===== config.mk =====
export PLATFORM = sky130hd
export DESIGN_NAME = ps2_device_tx
export DESIGN_NICKNAME = d
export VERILOG_FILES = /design/src/rtl/ps2_tx_pkg.sv /design/src/rtl/ps2_tx_fifo.sv /design/src/rtl/ps2_device_tx.sv
export SDC_FILE = /design/constraint.sdc
export NUM_CORES = 1
export LEC_CHECK = 0
export CORE_ASPECT_RATIO = 1.4
export CORE_MARGIN = 5
export CORE_UTILIZATION = 35
export CTS_CLUSTER_SIZE = 28
export DETAILED_ROUTE_END_ITERATION = 7
export PLACE_DENSITY = 0.6
export SYNTH_ARGS = -nofsm -noshare
export SYNTH_HDL_FRONTEND = slang
export SYNTH_SLANG_ARGS = --single-unit

===== constraint.sdc =====
create_clock -name clock -period 5.5 [get_ports clock]
set_input_delay 1.1 -clock clock [delete_from_list [all_inputs] [get_ports clock]]
set_output_delay 1.1 -clock clock [all_outputs]
set_load 0.005 [all_outputs]

===== src/rtl/ps2_tx_pkg.sv =====
// Shared types and helpers for the PS/2 device-side transmitter.
//   state_e     : transmitter FSM states
//   FRAME_BITS  : bits per PS/2 frame (start, 8 data, parity, stop)
//   CNT_W       : width of the half-phase / gap counter
//   BIT_IDX_W   : width of the frame bit index
//   odd_parity  : parity bit that makes the 9-bit {parity,data} word odd
package ps2_tx_pkg;

  typedef enum logic [2:0] {
    IDLE,
    SETUP,
    LOW,
    GAP,
    INHIBIT
  } state_e;

  localparam int unsigned FRAME_BITS = 11;
  localparam int unsigned CNT_W      = 10;
  localparam int unsigned BIT_IDX_W  = 4;

  function automatic logic odd_parity(input logic [7:0] b);
    return ~^b;
  endfunction

endpackage


===== src/rtl/ps2_tx_fifo.sv =====
// Small synchronous byte FIFO feeding the PS/2 transmitter.
//   clock, reset : system clock, async active-high reset
//   push, push_data : write strobe and byte; ignored when full unless popping
//   pop          : remove head byte (ignored when empty)
//   head         : byte at the read pointer
//   count        : bytes held; full / empty flags are registered
module ps2_tx_fifo
  import ps2_tx_pkg::*;
#(
  parameter int unsigned FIFO_DEPTH_LOG2 = 2
) (
  input  logic                       clock,
  input  logic                       reset,
  input  logic                       push,
  input  logic [7:0]                 push_data,
  input  logic                       pop,
  output logic [7:0]                 head,
  output logic [FIFO_DEPTH_LOG2:0]   count,
  output logic                       full,
  output logic                       empty
);

  localparam int unsigned DEPTH = 1 << FIFO_DEPTH_LOG2;
  localparam int unsigned PTR_W = FIFO_DEPTH_LOG2;
  localparam int unsigned CNT_FW = FIFO_DEPTH_LOG2 + 1;

  logic [7:0]        mem_q [DEPTH];
  logic [PTR_W-1:0]  wr_ptr_q, wr_ptr_d;
  logic [PTR_W-1:0]  rd_ptr_q, rd_ptr_d;
  logic [CNT_FW-1:0] count_q, count_d;
  logic              full_q, full_d;
  logic              empty_q, empty_d;
  logic              push_ok, pop_ok;

  // A write into a full FIFO is still taken when the head leaves on the same edge.
  assign push_ok = push & (~full_q | pop);
  assign pop_ok  = pop & ~empty_q;

  // Pointer and occupancy bookkeeping.
  always_comb begin
    wr_ptr_d = wr_ptr_q;
    rd_ptr_d = rd_ptr_q;
    count_d  = count_q;
    if (push_ok) wr_ptr_d = wr_ptr_q + PTR_W'(1);
    if (pop_ok)  rd_ptr_d = rd_ptr_q + PTR_W'(1);
    case ({push_ok, pop_ok})
      2'b10:   count_d = count_q + CNT_FW'(1);
      2'b01:   count_d = count_q - CNT_FW'(1);
      default: count_d = count_q;
    endcase
    full_d  = (count_d == CNT_FW'(DEPTH));
    empty_d = (count_d == CNT_FW'(0));
  end

  always_ff @(posedge clock or posedge reset) begin
    if (reset) begin
      wr_ptr_q <= '0;
      rd_ptr_q <= '0;
      count_q  <= '0;
      full_q   <= 1'b0;
      empty_q  <= 1'b1;
    end else begin
      wr_ptr_q <= wr_ptr_d;
      rd_ptr_q <= rd_ptr_d;
      count_q  <= count_d;
      full_q   <= full_d;
      empty_q  <= empty_d;
    end
  end

  // Storage carries no reset; occupancy alone defines validity.
  always_ff @(posedge clock) begin
    if (push_ok) mem_q[wr_ptr_q] <= push_data;
  end

  assign head  = mem_q[rd_ptr_q];
  assign count = count_q;
  assign full  = full_q;
  assign empty = empty_q;

endmodule


===== src/rtl/ps2_device_tx.sv =====
// Device-side (keyboard end) PS/2 transmitter with a byte FIFO.
//   clock, reset   : system clock, async active-high reset
//   tx_data/valid  : scan-code write port; tx_ready = FIFO not full
//   fifo_count     : bytes held, including the one on the wire
//   busy           : FSM not idle
//   frame_done     : pulse when the stop bit's low phase ends
//   frame_abort    : pulse when the host inhibits a frame mid-bit
//   ps2_clock_in   : sensed wired-AND clock line (low = host inhibit)
//   ps2_clock/data : device line drives, 1 = released
module ps2_device_tx
  import ps2_tx_pkg::*;
#(
  parameter int unsigned HALF_PERIOD     = 3,
  parameter int unsigned GAP_CYCLES      = 6,
  parameter int unsigned FIFO_DEPTH_LOG2 = 2
) (
  input  logic                       clock,
  input  logic                       reset,
  input  logic [7:0]                 tx_data,
  input  logic                       tx_valid,
  output logic                       tx_ready,
  output logic [FIFO_DEPTH_LOG2:0]   fifo_count,
  output logic                       busy,
  output logic                       frame_done,
  output logic                       frame_abort,
  input  logic                       ps2_clock_in,
  output logic                       ps2_clock,
  output logic                       ps2_data
);

  localparam logic [CNT_W-1:0]     HP_LOAD  = CNT_W'(HALF_PERIOD - 1);
  localparam logic [CNT_W-1:0]     GAP_LOAD = CNT_W'(GAP_CYCLES - 1);
  localparam logic [BIT_IDX_W-1:0] LAST_BIT = BIT_IDX_W'(FRAME_BITS - 1);

  state_e                  state_q, state_d;
  logic [CNT_W-1:0]        cnt_q, cnt_d;
  logic [BIT_IDX_W-1:0]    bit_idx_q, bit_idx_d;
  logic [BIT_IDX_W-1:0]    next_idx;
  logic [FRAME_BITS-1:0]   frame_q, frame_d;
  logic                    hi_seen_q, hi_seen_d;
  logic                    ps2_clock_q, ps2_clock_d;
  logic                    ps2_data_q, ps2_data_d;
  logic                    busy_q, busy_d;
  logic                    frame_done_q, frame_done_d;
  logic                    frame_abort_q, frame_abort_d;

  logic                    fifo_pop_c;
  logic [7:0]              fifo_head;
  logic                    fifo_full;
  logic                    fifo_empty;

  ps2_tx_fifo #(
    .FIFO_DEPTH_LOG2 (FIFO_DEPTH_LOG2)
  ) u_fifo (
    .clock     (clock),
    .reset     (reset),
    .push      (tx_valid),
    .push_data (tx_data),
    .pop       (fifo_pop_c),
    .head      (fifo_head),
    .count     (fifo_count),
    .full      (fifo_full),
    .empty     (fifo_empty)
  );

  assign next_idx = bit_idx_q + BIT_IDX_W'(1);

  // Next-state, phase timing and line drive.
  always_comb begin
    state_d       = state_q;
    cnt_d         = cnt_q;
    bit_idx_d     = bit_idx_q;
    frame_d       = frame_q;
    hi_seen_d     = hi_seen_q;
    ps2_clock_d   = ps2_clock_q;
    ps2_data_d    = ps2_data_q;
    frame_done_d  = 1'b0;
    frame_abort_d = 1'b0;
    fifo_pop_c    = 1'b0;

    case (state_q)
      IDLE: begin
        ps2_clock_d = 1'b1;
        ps2_data_d  = 1'b1;
        // Head stays in the FIFO until the frame completes so an abort can resend it.
        if (!fifo_empty && ps2_clock_in) begin
          state_d     = SETUP;
          bit_idx_d   = '0;
          frame_d     = {1'b1, odd_parity(fifo_head), fifo_head, 1'b0};
          ps2_data_d  = 1'b0;
          cnt_d       = HP_LOAD;
        end
      end

      SETUP: begin
        // Clock is released here, so a low sense can only be the host pulling it.
        if (!ps2_clock_in) begin
          state_d       = INHIBIT;
          ps2_clock_d   = 1'b1;
          ps2_data_d    = 1'b1;
          frame_abort_d = 1'b1;
          hi_seen_d     = 1'b0;
        end else if (cnt_q == '0) begin
          state_d     = LOW;
          ps2_clock_d = 1'b0;
          cnt_d       = HP_LOAD;
        end else begin
          cnt_d = cnt_q - CNT_W'(1);
        end
      end

      LOW: begin
        if (cnt_q == '0) begin
          if (bit_idx_q == LAST_BIT) begin
            state_d      = GAP;
            fifo_pop_c   = 1'b1;
            frame_done_d = 1'b1;
            ps2_clock_d  = 1'b1;
            ps2_data_d   = 1'b1;
            cnt_d        = GAP_LOAD;
          end else begin
            state_d     = SETUP;
            bit_idx_d   = next_idx;
            ps2_clock_d = 1'b1;
            ps2_data_d  = frame_q[next_idx];
            cnt_d       = HP_LOAD;
          end
        end else begin
          cnt_d = cnt_q - CNT_W'(1);
        end
      end

      GAP: begin
        ps2_clock_d = 1'b1;
        ps2_data_d  = 1'b1;
        if (!ps2_clock_in) begin
          state_d   = INHIBIT;
          hi_seen_d = 1'b0;
        end else if (cnt_q == '0) begin
          state_d = IDLE;
        end else begin
          cnt_d = cnt_q - CNT_W'(1);
        end
      end

      INHIBIT: begin
        ps2_clock_d = 1'b1;
        ps2_data_d  = 1'b1;
        // Require two consecutive high samples before trusting the release.
        if (ps2_clock_in) begin
          if (hi_seen_q) begin
            state_d = GAP;
            cnt_d   = GAP_LOAD;
          end else begin
            hi_seen_d = 1'b1;
          end
        end else begin
          hi_seen_d = 1'b0;
        end
      end

      default: begin
        state_d     = IDLE;
        ps2_clock_d = 1'b1;
        ps2_data_d  = 1'b1;
      end
    endcase

    busy_d = (state_d != IDLE);
  end

  always_ff @(posedge clock or posedge reset) begin
    if (reset) begin
      state_q       <= IDLE;
      cnt_q         <= '0;
      bit_idx_q     <= '0;
      frame_q       <= '1;
      hi_seen_q     <= 1'b0;
      ps2_clock_q   <= 1'b1;
      ps2_data_q    <= 1'b1;
      busy_q        <= 1'b0;
      frame_done_q  <= 1'b0;
      frame_abort_q <= 1'b0;
    end else begin
      state_q       <= state_d;
      cnt_q         <= cnt_d;
      bit_idx_q     <= bit_idx_d;
      frame_q       <= frame_d;
      hi_seen_q     <= hi_seen_d;
      ps2_clock_q   <= ps2_clock_d;
      ps2_data_q    <= ps2_data_d;
      busy_q        <= busy_d;
      frame_done_q  <= frame_done_d;
      frame_abort_q <= frame_abort_d;
    end
  end

  assign tx_ready    = ~fifo_full;
  assign busy        = busy_q;
  assign frame_done  = frame_done_q;
  assign frame_abort = frame_abort_q;
  assign ps2_clock   = ps2_clock_q;
  assign ps2_data    = ps2_data_q;

endmodule


=== After elaboration in Yosys (flattened, before gate mapping) ===
Memories as Yosys holds them, arrays and structs flattened.
Cells that the tools add are included.

* Register bits: 42
* Bits in latches: 0
* Bits in writable memories: 32
* Memory bits (read-only): 0
* Input port bits: 12
* Output and inout bits: 9
* Logic and storage cells: 110
* Memories: 1

* $add $sub $neg: 6
* Multiply operators: 0
* Div/mod/pow operators: 0
* Magnitude comparators: 1
* Equality and inequality tests: 19
* Shifts and indexed selects: 0
* Muxes and demuxes: 46
* Bitwise operators: 5
* Reductions and logical operators: 17

{| class="wikitable"
|+ Memory list
! name !! depth !! bits a word !! read ports !! clocked after memory_dff !! wr ports !! RTL line !! text
|-
| u_fifo.mem_q || 4 || 8 || 1 || 0 || 1 || ps2_tx_fifo.sv:27 || <nowiki>logic [7:0] mem_q [DEPTH];</nowiki>
|}

{| class="wikitable"
|+ Operators with widths
! kind !! number
|-
| $mux 10 || 8
|-
| $pmux 10 s5 || 1
|-
| $mux 3 || 9
|-
| $ne 2x2->1 const B || 10
|-
| $mux 1 || 17
|-
| $pmux 3 s5 || 1
|-
| $mux 4 || 3
|-
| $logic_not 10->1 || 1
|-
| $sub 10x1->10 const B || 1
|-
| $pmux 4 s2 || 1
|-
| $reduce_and 2->1 || 4
|-
| $reduce_xnor 8->1 || 1
|-
| $reduce_and 7->1 || 1
|-
| $eq 3x2->1 const B || 2
|-
| $eq 3x3->1 const B || 2
|-
| $logic_not 3->1 || 2
|-
| $pmux 3 s2 || 1
|-
| $lt 4x5->1 const B || 1
|-
| $reduce_bool 5->1 || 1
|-
| $add 2x1->2 const B || 2
|-
| $add 4x1->4 const B || 1
|-
| $bmux 1 s4 || 1
|-
| $eq 4x4->1 const B || 1
|-
| $pmux 1 s2 || 2
|-
| 17 further kinds || 20
|}

=== Longest topological paths before layout ===
Gate-level depths: netlist (run 1).

* Word-level depth: 9
* Gate-level depth with buffers: 13
* Depth with buffers taken out: 13

=== Modules after synthesis ===
A second synthesis (run 1) with hierarchy kept.

* Cells, all modules: 299
* Area total of the unflattened synthesis: 3580.9 sq um

{| class="wikitable"
|+ By module, submodules not included
! module !! instances !! cells each !! area an instance (sq um) !! sequential area each (sq um)
|-
| ps2_device_tx || 1 || 210 || 1921.8 || 840.8
|-
| ps2_tx_fifo || 1 || 89 || 1659.1 || 1187.4
|}

=== Worst setup path after synthesis (run 1) ===
No wires, ideal clock.

* Path kind: register to register
* Start point: reg cnt_q[0]
* End point: reg u_fifo.full_q, in the netlist u_fifo.full
* Setup time: 0.073 ns
* Data arrival time: 3.119 ns
* Required time: 5.427 ns
* Slack: 2.308 ns
* Cell stages (with the launch flop): 13
* Clock period less this slack: 3.192 ns
* Cells stage by stage: dfrtp_1 inv_1 ha_1 or3b_2 or3_4 nor3_2 o21a_2 inv_1 ha_1 fa_1 mux2_2 or2_2 nor2b_1

* Longest elaborated chain between the ends: 8
* Elaborated cells on any way between the ends: 10
* Those cells by class: 3 x eq/ne; 3 x mux; 3 x bitwise; 1 x reduce/logical

{| class="wikitable"
|+ RTL lines
! item !! RTL line !! text
|-
| start: declaration || ps2_device_tx.sv:36 || <nowiki>logic [CNT_W-1:0] cnt_q, cnt_d;</nowiki>
|-
| start signal: assignment || ps2_device_tx.sv:186 || <nowiki>cnt_q <= cnt_d;</nowiki>
|-
| $logic_not 10->1 (*) || ps2_device_tx.sv:113 || <nowiki>if (cnt_q == '0) begin</nowiki>
|-
| $mux 1 (*) || ps2_device_tx.sv:113 ||
|-
| $mux 1 (*) || ps2_device_tx.sv:81 || <nowiki>case (state_q)</nowiki>
|-
| via fifo_pop_c || ps2_device_tx.sv:47 || <nowiki>logic fifo_pop_c;</nowiki>
|-
| $or 1x1->1 || ps2_tx_fifo.sv:36 || <nowiki>assign push_ok = push & (~full_q | pop);</nowiki>
|-
| $and 1x1->1 || ps2_tx_fifo.sv:36 ||
|-
| $eq 2x1->1 / $eq 2x2->1 (equally long branches) || ps2_tx_fifo.sv:46 || <nowiki>case ({push_ok, pop_ok})</nowiki>
|-
| $pmux 3 s2 (*) || ps2_tx_fifo.sv:46 ||
|-
| via u_fifo.count_d[1] || ps2_tx_fifo.sv:30 || <nowiki>logic [CNT_FW-1:0] count_q, count_d;</nowiki>
|-
| $eq 3x3->1 (*) || ps2_tx_fifo.sv:51 || <nowiki>full_d = (count_d == CNT_FW'(DEPTH));</nowiki>
|-
| via u_fifo.full_d || ps2_tx_fifo.sv:31 || <nowiki>logic full_q, full_d;</nowiki>
|-
| end signal: assignment || ps2_tx_fifo.sv:66 || <nowiki>full_q <= full_d;</nowiki>
|-
| end: declaration || ps2_tx_fifo.sv:31 ||
|}

Mark *: on every way through the listed nets, which the timed path passes. The rest lies on a longest branch.
A chain may end at the register's enable or synchronous reset.

=== Final worst setup path (run 1) ===
Ends and elaborated chain as after synthesis.

==> results of run 1 <==
sequential cells by signal (all words and copies together), names as in the netlist, 2 cells and up:
name             flops
state_q              3
u_fifo.wr_ptr_q      2
bit_idx_q            4
u_fifo.count         3
u_fifo.rd_ptr_q      2
frame_q             10
u_fifo.mem_q        32
cnt_q               10
stage by stage:
stage	std cells	hold slack (ns)	power (W)	utilization [%]
after global routing	445	0.4673	0.002180	41.67
after detailed placement	429	0.4460	0.001518	38.90
after CTS	445	0.4564	0.002057	41.67
after global placement	429	0.4477	0.001501	38.90
final	445	0.4540	0.002028	41.67
after floorplan	286	0.4370	0.001334	-
final cells by class:
class / count / area (sq um) / area share, %
inverters: 11 / 41.29 / 1.006
multi-input cells: 188 / 1384 / 33.73
repair buffers: 21 / 207.7 / 5.063
clock inverters: 6 / 43.79 / 1.067
clock buffers: 10 / 229.0 / 5.581
flip-flops and latches: 74 / 2028 / 49.44
well taps: 135 / 168.9 / 4.117
cells by family after synthesis:
group | synth area share, %
buffers and inverters | 2.884
multiplexers | 7.336
AO/OA/AOI/OAI | 10.40
XOR/XNOR | 3.739
adder cells (fa/ha/maj) | 3.419
flip-flops | 57.73
AND/OR/NAND/NOR | 14.50
where the power goes:
part,switching [W],internal (W)
logic,0.000352,0.000282
clock network,0.000226,0.000306
registers,0.000105,0.000757
total,0.000683,0.00134
layer usage:
metal / up-vias / global-route usage, % / share of wire [%]
met4: 0 / 5.607 / 2.3
li1: 1078 / - / -
met5: - / 0 / 0
met2: 37 / 20.81 / 55
met1: 1097 / 13.99 / 40
met3: 9 / 3.392 / 3.7
layout by cell type, fill, tap and decap left out, types with 4 or more instances in the layout:
master,instances
clkbuf_16,9
mux4_2,10
clkinvlp_4,4
dfrtp_1,29
or4_1,5
and2_1,5
o21ai_0,8
or3_1,6
ha_1,8
nand2_1,35
nor2_1,13
nor3_1,4
o31ai_1,7
edfxtp_1,32
inv_1,10
o21ai_1,5
xor2_1,5
xnor2_1,10
dfstp_2,13
clkdlybuf4s50_1,20
nand3_1,4
a21oi_1,17
nand2b_1,6
worst min path at each step:
stage	startpoint	end	slack (ns)	cells past startpoint
floorplan	frame_q[1]$_DFFE_PP1P_	frame_q[1]$_DFFE_PP1P_	0.44	2
global placement	frame_q[3]$_DFFE_PP1P_	frame_q[3]$_DFFE_PP1P_	0.45	2
detailed placement	frame_q[5]$_DFFE_PP1P_	frame_q[5]$_DFFE_PP1P_	0.45	2
CTS	frame_q[5]$_DFFE_PP1P_	frame_q[5]$_DFFE_PP1P_	0.46	2
global route	frame_q[5]$_DFFE_PP1P_	frame_q[5]$_DFFE_PP1P_	0.47	2
finish	frame_q[5]$_DFFE_PP1P_	frame_q[5]$_DFFE_PP1P_	0.45	2
tightest hold or removal path, stage by stage, from the launching register on:
cell	delay, ns
dfstp_2	0.36
nand2_1	0.05
nand2_1	0.04
==> impl_metrics.env, run 1 <==
export IMPL_cp_required_ns=5.77
export IMPL_antenna_cells=0
export IMPL_cts_root_buf="clkbuf_16"
export IMPL_rows=43
export IMPL_vias=2221
export IMPL_synth_cell_type_count=52
export IMPL_grt_pass1_wl_microns=11320
export IMPL_cp_top_family="simple AND/OR/NAND/NOR gates"
export IMPL_reg2reg_depth=12
export IMPL_yosys_area_top_type="edfxtp_1"
export IMPL_ctsLongestPathBuffers=2
export IMPL_drive_gt1_share_pct=16.13
export IMPL_reg2reg_slack_ns=2.08
export IMPL_clk_pin_slew_worst_paths_ns=0.06
export IMPL_grt_use_total_pct=12.17
export IMPL_drt_total_wl_microns=6416
export IMPL_cts_buffers=9
export IMPL_gp_congestion=0.8495
export IMPL_wire_per_inst_microns=14.42
export IMPL_worstSetupPathDepth=12
export IMPL_tightest_slew_ns=0.6360
export IMPL_layout_min_cycle_time_ns=3.421
export IMPL_worst_slack_ns=2.079
export IMPL_slew_viol_final=0
export IMPL_relSlewSlack_pct=57.60
export IMPL_critPathMaxStageDelay_ns=0.50
export IMPL_synth_area_sq_mm=0.003513
export IMPL_finalHoldViolations=0
export IMPL_fillCellCount=938
export IMPL_crit_slowest_cell="or3b_2"
export IMPL_grt_pass1_vias=2379
export IMPL_antenna_found_initial=0
export IMPL_synthArstFlopShare_pct=56.76
export IMPL_status="finished, final reports clean"
export IMPL_setup_viol=0
export IMPL_dieArea_sq_mm=0.01217
export IMPL_synth_most_common_cell="nand2_1"
export IMPL_clkLatencyLatePin_ns=0.33
export IMPL_crit_arrival_ns=3.69
export IMPL_synth_area_top_cells="edfxtp_1 27%, dfrtp_1 21%, dfstp_2 9.7%"
export IMPL_synth_edf_count=32
export IMPL_design_area_sq_mm=0.004103
export IMPL_die_h_microns=128.5
export IMPL_hpwl_microns=4533
export IMPL_htree_num_levels=3
export IMPL_synth_top_cell_area_share_pct=27.35
export IMPL_syn_area_per_cell_sq_um=12.28
export IMPL_clock_fmax_mhz=292.3
export IMPL_numClockSinks=74
export IMPL_post_route_period_util_pct=62.20
export IMPL_grt_setup_unrepaired="false"
export IMPL_vdd_ir_drop_max_mv=0.2928
export IMPL_yosys_register_bits=74
export IMPL_postCtsSetupBuffers=0
export IMPL_final_antenna_net_count=0
export IMPL_path_class="reg -> reg"
export IMPL_ctsResizeCount=0
export IMPL_reg2reg_to="u_fifo.full$_DFF_PP0_"
export IMPL_area_growth_pct=16.77
export IMPL_yosysSeqAreaShare_pct=57.73
export IMPL_cp_end_kind="flop"
export IMPL_grt_max_degree=43
export IMPL_rr_startpoint="cnt_q[0]$_DFFE_PP0P_"
export IMPL_cp_endpoint="u_fifo.full$_DFF_PP0_"
export IMPL_io_pins=21
export IMPL_place_area_sq_mm=0.003830
export IMPL_synth_top_flop_cell="edfxtp_1"
export IMPL_cts_hold_fix_buffers=0
export IMPL_setup_tns_ns=0
export IMPL_fin_nets=326
export IMPL_cts_tree="built"
export IMPL_critPathBufInv=2
export IMPL_vias_per_cell=4.991
export IMPL_synthCells=286
export IMPL_gr_total_overflow=0
export IMPL_core_area_sq_mm=0.009846
export IMPL_drtPass1Iterations=4
export IMPL_drv_cap=0
export IMPL_die_x_microns=94.68
export IMPL_synth_nets=307
export IMPL_worstPathCellList="inv_1 > ha_1 > or3b_2 > or3_4 > nor3_2 > o21a_2 > inv_1 > ha_1 > fa_1 > mux2_2 > or2_2 > nor2b_1"
export IMPL_worst_setup_path_start_kind="flop"
export IMPL_start_util_pct=35.68
export IMPL_cp_max_fo=13
export IMPL_hold_path_class="reg -> reg"
export IMPL_synth_commonest_cells="35 x nand2_1, 32 x edfxtp_1, 29 x dfrtp_1, 17 x a21oi_1"
export IMPL_yosysWarnings=0
export IMPL_cp_startpoint="cnt_q[0]$_DFFE_PP0P_"
export IMPL_powerDensity_mw_per_mm2=494.2
export IMPL_portBuffers=20
export IMPL_p_leak_nw=1.536
export IMPL_remaining_drc_errors=0
export IMPL_drt_iter0_drc=84
export IMPL_finClkSkew_ns=0.006968
export IMPL_dp_slack_ns=2.078
No activity file was read; power rests on OpenSTA's default activity.
==> run 2, diff against run 1 <==
==> constraint.sdc (replaced) <==
create_clock -name clock -period 3.35 [get_ports clock]
set_input_delay 0.67 -clock clock [delete_from_list [all_inputs] [get_ports clock]]
set_output_delay 0.67 -clock clock [all_outputs]
set_load 0.005 [all_outputs]
==> impl_metrics.env, run 2 (same netlist as run 1, synthesis figures left out) <==
export IMPL_status="finished, final reports clean"
export IMPL_holdPathStages=2
export IMPL_whs_ns=0.4558
export IMPL_path_class="reg -> reg"
export IMPL_grt_max_degree=31
export IMPL_fillCellCount=934
export IMPL_p_leak_nw=1.586
export IMPL_die_h_microns=128.5
export IMPL_cts_tree="built"
export IMPL_numClockSinks=74
export IMPL_rows=43
export IMPL_drive_gt1_share_pct=18.50
export IMPL_grt_pass1_wl_microns=11030
export IMPL_reg2reg_depth=12
export IMPL_critPathMaxStageDelay_ns=0.42
export IMPL_crit_slowest_cell="fa_1"
export IMPL_worst_setup_path_start_kind="flop"
export IMPL_layoutNonFillerInstCount=454
export IMPL_clk_pin_slew_worst_paths_ns=0.06
export IMPL_vias_per_cell=5.000
export IMPL_fin_nets=335
export IMPL_tightest_slew_ns=1.090
export IMPL_remaining_drc_errors=0
export IMPL_drt_total_wl_microns=6535
export IMPL_grt_use_total_pct=11.87
export IMPL_cts_root_buf="clkbuf_16"
export IMPL_slew_viol_final=0
export IMPL_drt_iter0_drc=82
export IMPL_finalHoldViolations=0
export IMPL_drv_cap=0
export IMPL_finClkSkew_ns=0.007764
export IMPL_top_regs="u_fifo.mem_q: 32 flops, cnt_q: 10 flops, frame_q: 10 flops"
export IMPL_core_area_sq_mm=0.009846
export IMPL_hold_path_class="reg -> reg"
export IMPL_cp_end_kind="flop"
export IMPL_cp_required_ns=3.61
export IMPL_top_register="u_fifo.mem_q"
export IMPL_vias=2270
export IMPL_clkLatencyLatePin_ns=0.34
export IMPL_portBuffers=20
export IMPL_setup_tns_ns=0
export IMPL_antenna_cells=0
export IMPL_fin_util_pct=42.39
export IMPL_mostFrequentLayoutCells="35 x nand2_1, 32 x edfxtp_1, 29 x dfrtp_1"
export IMPL_postCtsSetupBuffers=0
export IMPL_start_util_pct=35.68
export IMPL_dieArea_sq_mm=0.01217
export IMPL_powerDensity_mw_per_mm2=811.7
export IMPL_hpwl_microns=4821
export IMPL_vdd_ir_drop_max_mv=0.4419
export IMPL_cts_buffers=9
export IMPL_crit_arrival_ns=3.45
export IMPL_final_common_cell="nand2_1"
export IMPL_post_route_period_util_pct=94.98
export IMPL_ctsLongestPathBuffers=2
export IMPL_wire_per_inst_microns=14.39
export IMPL_cp_max_fo=4
export IMPL_worstPathCellList="inv_1 > ha_1 > or3b_4 > or3_4 > nor3_2 > o21a_2 > inv_1 > ha_1 > fa_1 > mux2_2 > or2_2 > nor2b_1"
export IMPL_post_place_cells=438
export IMPL_setup_viol=0
export IMPL_clock_fmax_mhz=314.3
export IMPL_io_pins=21
export IMPL_gr_total_overflow=0
export IMPL_grt_pass1_vias=2298
export IMPL_htree_num_levels=3
export IMPL_antenna_found_initial=0
export IMPL_layout_min_cycle_time_ns=3.182
export IMPL_gp_congestion=0.8118
export IMPL_grt_setup_unrepaired="false"
export IMPL_drtPass1Iterations=4
export IMPL_largest_reg_flops=32
export IMPL_die_x_microns=94.68
export IMPL_relSlewSlack_pct=26.86
export IMPL_area_growth_pct=18.80
export IMPL_final_antenna_net_count=0
==> run 2: timing repair <==
| item | in CTS | in global routing |
|---|---|---|
| hold buffers | 0 | 0 |
| resized for setup | 0 | 1 |
| setup endpoints to repair | 0 | 2 |
==> run 2: final timing paths <==
check	from	endpoint	slack, ns
setup reg to reg	cnt_q[0]$_DFFE_PP0P_	u_fifo.full$_DFF_PP0_	0.17
setup / recovery	cnt_q[0]$_DFFE_PP0P_	u_fifo.full$_DFF_PP0_	0.17
hold reg to reg	frame_q[1]$_DFFE_PP1P_	frame_q[1]$_DFFE_PP1P_	0.46
min in group asynchronous	reset	hi_seen_q$_DFFE_PP0P_	0.79
hold / removal	frame_q[1]$_DFFE_PP1P_	frame_q[1]$_DFFE_PP1P_	0.46
max in group asynchronous	reset	u_fifo.empty$_DFF_PP1_	1.81
==> run 2: critical path: cells and delay by family, from the launching register on <==
| kind | cells | cell delay (ns) |
|---|---|---|
| compound gates | 1 | 0.15 |
| buf+inv | 2 | 0.12 |
| fa+ha+maj | 3 | 0.81 |
| flops | 1 | 0.39 |
| mux | 1 | 0.28 |
| simple gates | 5 | 1.37 |
==> run 2: area by class of cell <==
class / count / area, sq um / share of cell area (%)
sequential: 74 / 2028 / 48.59
multi-input combinational: 188 / 1386 / 33.21
timing repair buffer: 30 / 275.3 / 6.595
clock buffer: 10 / 229.0 / 5.486
tap: 135 / 168.9 / 4.047
clock inverter: 6 / 45.04 / 1.079
inverter: 11 / 41.29 / 0.9892
==> run 2: stage by stage <==
| step | worst slack, ns | area [sq um] | power (W) |
|---|---|---|---|
| 2_1_floorplan | 0.1582 | 3513 | 0.002190 |
| 3_3_place_gp | 0.1485 | 3897 | 0.002515 |
| 3_5_place_dp | 0.07225 | 3897 | 0.002545 |
| 4_1_cts | 0.05073 | 4172 | 0.003432 |
| 5_1_grt | 0.01363 | 4174 | 0.003625 |
| 6_report | 0.1682 | 4174 | 0.003388 |
==> run 2: power breakdown <==
part	internal, W	switching [W]
Clock	0.000502	0.000371
Sequential	0.00124	0.000130
Combinational	0.000508	0.000634
==> run 2: per-layer routing <==
| metal | up-vias | wire length, microns | GRT usage (%) | share of wire (%) |
|---|---|---|---|---|
| li1 | 1100 | - | - | - |
| met1 | 1127 | 2665 | 12.67 | 41 |
| met3 | 8 | 190 | 3.684 | 2.9 |
| met2 | 35 | 3567 | 21.30 | 55 |
| met5 | - | 0 | 0 | 0 |
| met4 | 0 | 112 | 5.098 | 1.7 |
